$ cat src/rtl/spell_mem_param.sv
// spell_mem_param: SPELL core code/data memory with a programmable wait-state
// select/data_ready handshake and a write-only loader port that is served while idle.
module spell_mem_param #(
  parameter int CODE_SIZE   = 256,
  parameter int DATA_SIZE   = 32,
  parameter int ADDR_WIDTH  = 8,
  parameter int WAIT_STATES = 0
) (
  input  logic                  clk,
  input  logic                  rst,
  input  logic                  select,
  input  logic [ADDR_WIDTH-1:0] addr,
  input  logic [7:0]            data_in,
  input  logic                  memory_type_data,
  input  logic                  write,
  output logic [7:0]            data_out,
  output logic                  data_ready,
  input  logic                  ld_valid,
  input  logic [ADDR_WIDTH-1:0] ld_addr,
  input  logic [7:0]            ld_data,
  input  logic                  ld_mem_data,
  output logic                  ld_ready
);
  // state | meaning
  // IDLE  | no core access in flight; loader writes accepted here only
  // WAIT  | core access pending, counting down wait states
  // DONE  | access performed once; data_ready held until select drops

  typedef enum logic [1:0] {ST_IDLE, ST_WAIT, ST_DONE} state_t;

  localparam int CODE_AW = $clog2(CODE_SIZE);
  localparam int DATA_AW = $clog2(DATA_SIZE);
  localparam logic [ADDR_WIDTH:0] CODE_LIM = (ADDR_WIDTH+1)'(CODE_SIZE);
  localparam logic [ADDR_WIDTH:0] DATA_LIM = (ADDR_WIDTH+1)'(DATA_SIZE);
  localparam logic [3:0] WS_LOAD = (WAIT_STATES == 0) ? 4'd0 : 4'(WAIT_STATES - 1);
  localparam logic NO_WAIT = (WAIT_STATES == 0);

  state_t                r_state;
  logic [3:0]            r_cnt;
  logic [7:0]            r_data_out;
  logic                  r_data_ready;
  logic [7:0]            r_code_mem [CODE_SIZE];
  logic [7:0]            r_data_mem [DATA_SIZE];

  logic                  w_ld_go;
  logic                  w_cpu_go;
  logic                  w_wr_en;
  logic                  w_wr_to_data;
  logic [ADDR_WIDTH-1:0] w_wr_addr;
  logic [7:0]            w_wr_val;
  logic                  w_wr_code_ok;
  logic                  w_wr_data_ok;
  logic                  w_rd_code_ok;
  logic                  w_rd_data_ok;
  logic [7:0]            w_rd_val;
  logic [7:0]            w_acc_out;

  assign ld_ready   = (r_state == ST_IDLE);
  assign w_ld_go    = ld_ready && ld_valid;
  assign data_out   = r_data_out;
  assign data_ready = r_data_ready;

  // Edge on which the core access actually takes effect.
  always_comb begin
    w_cpu_go = 1'b0;
    case (r_state)
      ST_IDLE: w_cpu_go = !ld_valid && select && NO_WAIT;
      ST_WAIT: w_cpu_go = select && (r_cnt == 4'd0);
      default: w_cpu_go = 1'b0;
    endcase
  end

  // Loader and core share one write path; the loader only ever wins in IDLE.
  assign w_wr_en      = w_ld_go || (w_cpu_go && write);
  assign w_wr_to_data = w_ld_go ? ld_mem_data : memory_type_data;
  assign w_wr_addr    = w_ld_go ? ld_addr : addr;
  assign w_wr_val     = w_ld_go ? ld_data : data_in;
  assign w_wr_code_ok = ({1'b0, w_wr_addr} < CODE_LIM);
  assign w_wr_data_ok = ({1'b0, w_wr_addr} < DATA_LIM);
  assign w_rd_code_ok = ({1'b0, addr} < CODE_LIM);
  assign w_rd_data_ok = ({1'b0, addr} < DATA_LIM);

  always_comb begin
    w_rd_val = 8'h00;
    if (memory_type_data) begin
      w_rd_val = w_rd_data_ok ? r_data_mem[addr[DATA_AW-1:0]] : 8'h00;
    end else begin
      w_rd_val = w_rd_code_ok ? ~r_code_mem[addr[CODE_AW-1:0]] : 8'hFF;
    end
  end

  assign w_acc_out = write ? 8'h00 : w_rd_val;

  // Code is stored inverted so that a cleared array reads back as 8'hFF.
  always_ff @(posedge clk) begin
    if (rst) begin
      for (int i = 0; i < CODE_SIZE; i++) r_code_mem[i] <= 8'h00;
      for (int i = 0; i < DATA_SIZE; i++) r_data_mem[i] <= 8'h00;
    end else if (w_wr_en) begin
      if (w_wr_to_data) begin
        if (w_wr_data_ok) r_data_mem[w_wr_addr[DATA_AW-1:0]] <= w_wr_val;
      end else if (w_wr_code_ok) begin
        r_code_mem[w_wr_addr[CODE_AW-1:0]] <= ~w_wr_val;
      end
    end
  end

  always_ff @(posedge clk) begin
    if (rst) begin
      r_state      <= ST_IDLE;
      r_cnt        <= 4'd0;
      r_data_out   <= 8'h00;
      r_data_ready <= 1'b0;
    end else begin
      case (r_state)
        ST_IDLE: begin
          if (!ld_valid && select) begin
            if (NO_WAIT) begin
              r_state      <= ST_DONE;
              r_data_ready <= 1'b1;
              r_data_out   <= w_acc_out;
            end else begin
              r_cnt   <= WS_LOAD;
              r_state <= ST_WAIT;
            end
          end
        end
        ST_WAIT: begin
          if (!select) begin
            r_state <= ST_IDLE;
          end else if (r_cnt == 4'd0) begin
            r_state      <= ST_DONE;
            r_data_ready <= 1'b1;
            r_data_out   <= w_acc_out;
          end else begin
            r_cnt <= r_cnt - 4'd1;
          end
        end
        ST_DONE: begin
          if (!select) begin
            r_state      <= ST_IDLE;
            r_data_ready <= 1'b0;
            r_data_out   <= 8'h00;
          end
        end
        default: r_state <= ST_IDLE;
      endcase
    end
  end

endmodule

$ cat config.mk
export PLATFORM = sky130hd
export DESIGN_NAME = spell_mem_param
export DESIGN_NICKNAME = d
export VERILOG_FILES = /design/src/rtl/spell_mem_param.sv
export SDC_FILE = /design/constraint.sdc
export NUM_CORES = 2
export LEC_CHECK = 0
export CAP_MARGIN = 20
export CORE_MARGIN = 3
export CORE_UTILIZATION = 40
export DETAILED_ROUTE_END_ITERATION = 8
export GPL_TIMING_DRIVEN = 1
export PLACE_DENSITY_LB_ADDON = 0.25
export SYNTH_ARGS = -nofsm -noshare
export SYNTH_HDL_FRONTEND = slang
export SYNTH_SLANG_ARGS = --single-unit
$ cat constraint.sdc
create_clock -name clk -period 5 [get_ports clk]
set_clock_uncertainty 0.2 [all_clocks]
set_input_delay 0.5 -clock clk [delete_from_list [all_inputs] [get_ports clk]]
set_output_delay 0.5 -clock clk [all_outputs]
set_load 0.03 [all_outputs]
==> flow_metrics.tcl <==
set metrics [dict create \
    arrival_ns 4.54 \
    synthArstFlopShare_pct 0 \
    finalMaxSlewViolations 0 \
    crit_type "flip-flop to flip-flop" \
    critPathMaxStageDelay_ns 0.62 \
    worstHoldStart "select" \
    setup_viol 0 \
    port_buffers 48 \
    tightest_slew_ns 1.19 \
    fin_hold_ws_ns 0.159 \
    cts_tree "built" \
    period_share_pct 80.5 \
    grtUsageTotal_pct 26.0 \
    synth_fp_nets 7237 \
    die_height_um 511 \
    drtAntennaViolNets 0 \
    drt_iter0_drc 9215 \
    ys_seq_elements 2313 \
    fin_ws_ns 0.976 \
    via_count 65000 \
    cts.root.buffer_cell "clkbuf_16" \
    crit_start "data_ready$_SDFFE_PP0P_" \
    cts_made_buffers 231 \
    rsz0062_at_grt "no" \
    crit_path_start_kind "flip-flop" \
    hold_path_depth 3 \
    cp.required_ns 5.52 \
    leakage_nw 39.3 \
    worst_ir_drop_vdd_uv 368 \
    clkTransAtPathRegs_ns 0.06 \
    core_area_um2 253000 \
    grt_overflow 0 \
    start_util_pct 40.4 \
    crit_fanout 96 \
    synth_top_family_by_area "multiplexers" \
    syn2layout_area_growth_pct 11.9 \
    clock_path_buffers 3 \
    rows 184 \
    synth_cell_types 64 \
    r2r-start "data_ready$_SDFFE_PP0P_" \
    viasPerCell 6.11 \
    ys.warnings.count 0 \
    grt_pass1_wl_um 486000 \
    slew_headroom_pct 20.9 \
    fin_nets 7133 \
    synthMuxAreaShare_pct 13.7 \
    yosys.area_share.simple_pct 11.1 \
    cts.sinks 2313 \
    synth-xor-area-share_pct 0 \
    crit_chain "buf_4 -> inv_1 -> nand2_1 -> nor3b_1 -> a21oi_1 -> nor2_1 -> nand2_4 -> buf_12 -> nor2_1" \
    finalCriticalPeriod_ns 4.02 \
    wl_per_cell_um 32.5 \
    tns_ns 0 \
    crit_top_cell "nor2_1" \
    hp-class "primary input to flip-flop" \
    maxCapViolations 0 \
    clk_latency_ns 0.88 \
    drive_gt1_share_pct 17.2 \
    die_w_um 511 \
    die-area_um2 261000 \
    cts_max_level 4 \
    drt_wl_total_um 345000 \
    ioPinCount 49 \
    end_kind "flip-flop" \
    worstRegToRegCells 9 \
    cp_slowest_cell "nor2_1" \
    syn_area_per_cell_um2 14.2 \
    gp_congestion 0.895 \
    drc 0 \
    max_clock_freq_ghz 0.249 \
    ys_seq_area_share_pct 67.9 \
    netlist_instances 7198 \
    grt_pass1_vias 63200 \
    dp_hpwl_um 216000 \
    synth-compound-area-share_pct 4.22 \
    synth_area_um2 102000 \
    synthAdderAreaFrac_pct 0 \
    hold_viol 0 \
    power_density_nw_per_um2 365 \
    grt_max_degree 145 \
    first_pass_iters 6 \
    pre_cts_slack_ns 0.472 \
    status "finished clean" \
    antenna_found_initial 21 \
    synth_edf_count 2304 \
    cts_resized 0 \
    ys.flop_type "edfxtp_1" \
]
==> layout make-up <==
class / count / area, um2
repair buffers: 350 / 3550
diodes: 10 / 25.0
clock inverters: 127 / 1040
inverters: 9 / 36.3
fillers: 22400 / 138000
flip-flops and latches: 2313 / 69400
clock buffers: 291 / 6090
well taps: 3348 / 4190
multi-input cells: 4189 / 30000
==> path summary, 6_finish.rpt <==
path	to	slack, ns
min	data_ready$_SDFFE_PP0P_	0.16
min reg2reg	data_out[2]$_SDFFE_PP0P_	0.67
max	r_code_mem[121][1]$_SDFFCE_PN0P_	0.98
max reg2reg	r_code_mem[121][1]$_SDFFCE_PN0P_	0.98
==> where the power goes <==
part / internal (W) / switching [W]
sequential: 0.0217 / 0.000135
combinational: 0.000969 / 0.00219
clock: 0.00919 / 0.00754
total: 0.0319 / 0.00987
==> per-layer routing <==
metal / part of all wire (%) / up-vias / routed length, um / global-route usage (%)
li1: - / 26300 / - / -
met1: 37 / 33700 / 129000 / 35.1
met2: 46 / 4171 / 158000 / 40.1
met3: 11 / 830 / 38200 / 5.80
met4: 5.6 / 8 / 19400 / 12.6
met5: 0.017 / - / 57 / 0
==> synthesized netlist by cell type, drive strengths merged (19+ instances only) <==
library cell,n,area (um2)
nand3,45,225
buf,253,1470
edfxtp,2304,69200
a31oi,19,119
a21oi,49,245
nor2,2402,9020
a22oi,65,488
a21o,256,1920
o21ai,32,160
mux2i,111,1110
a211oi,26,195
o221ai,23,201
nor3,25,125
nand2,317,1190
o22ai,32,200
nand2b,40,250
mux4,565,12700
clkbuf,434,1630
==> cells in the final DEF (no fill, tap or decap), drive strengths merged, types with 26 or more instances in the layout <==
cell type         n
mux2i           111
a22oi            65
edfxtp         2304
clkdlybuf4s50    40
clkinv          109
a211oi           26
mux4            565
nand2b           40
a21o            256
clkbuf          291
o21ai            32
nand2           317
nor2           2402
a21oi            49
o22ai            32
buf             309
nand3            45
==> metrics by stage <==
step	cell area, um2	utilization, %	instances	total power [W]
floorplan	102000	-	7198	0.0240
global placement	107000	42.4	10200	0.0254
detailed placement	107000	42.4	10200	0.0254
CTS	114000	45.2	10600	0.0419
global route	114000	45.2	10600	0.0428
finish	114000	45.2	10600	0.0418
==> worst max-delay path, delay by kind of cell, from the launching register on <==
family                 cells  cell delay (ns)
AOI/OAI and AO/OA          1             0.14
buffers and inverters      3             0.84
DFF                        1             0.29
and+or+nand+nor            5             2.07
==> state kept, by name, summed over array words and instances (netlist names) <==
| register | count |
|---|---|
| data_out | 8 |
| data_ready | 1 |
| r_code_mem | 2048 |
| r_data_mem | 256 |
==> cell families after synthesis <==
logic type | after synthesis
AND/OR/NAND/NOR | 2907
flip-flops | 2313
buffers and inverters | 696
multiplexers | 691
AO/OA/AOI/OAI | 591
==> what timing repair did <==
action,CTS,global route
setup buffers,0,0
hold endpoints to repair,1,0
hold buffers,1,0
(Power assumes the default switching activity.)
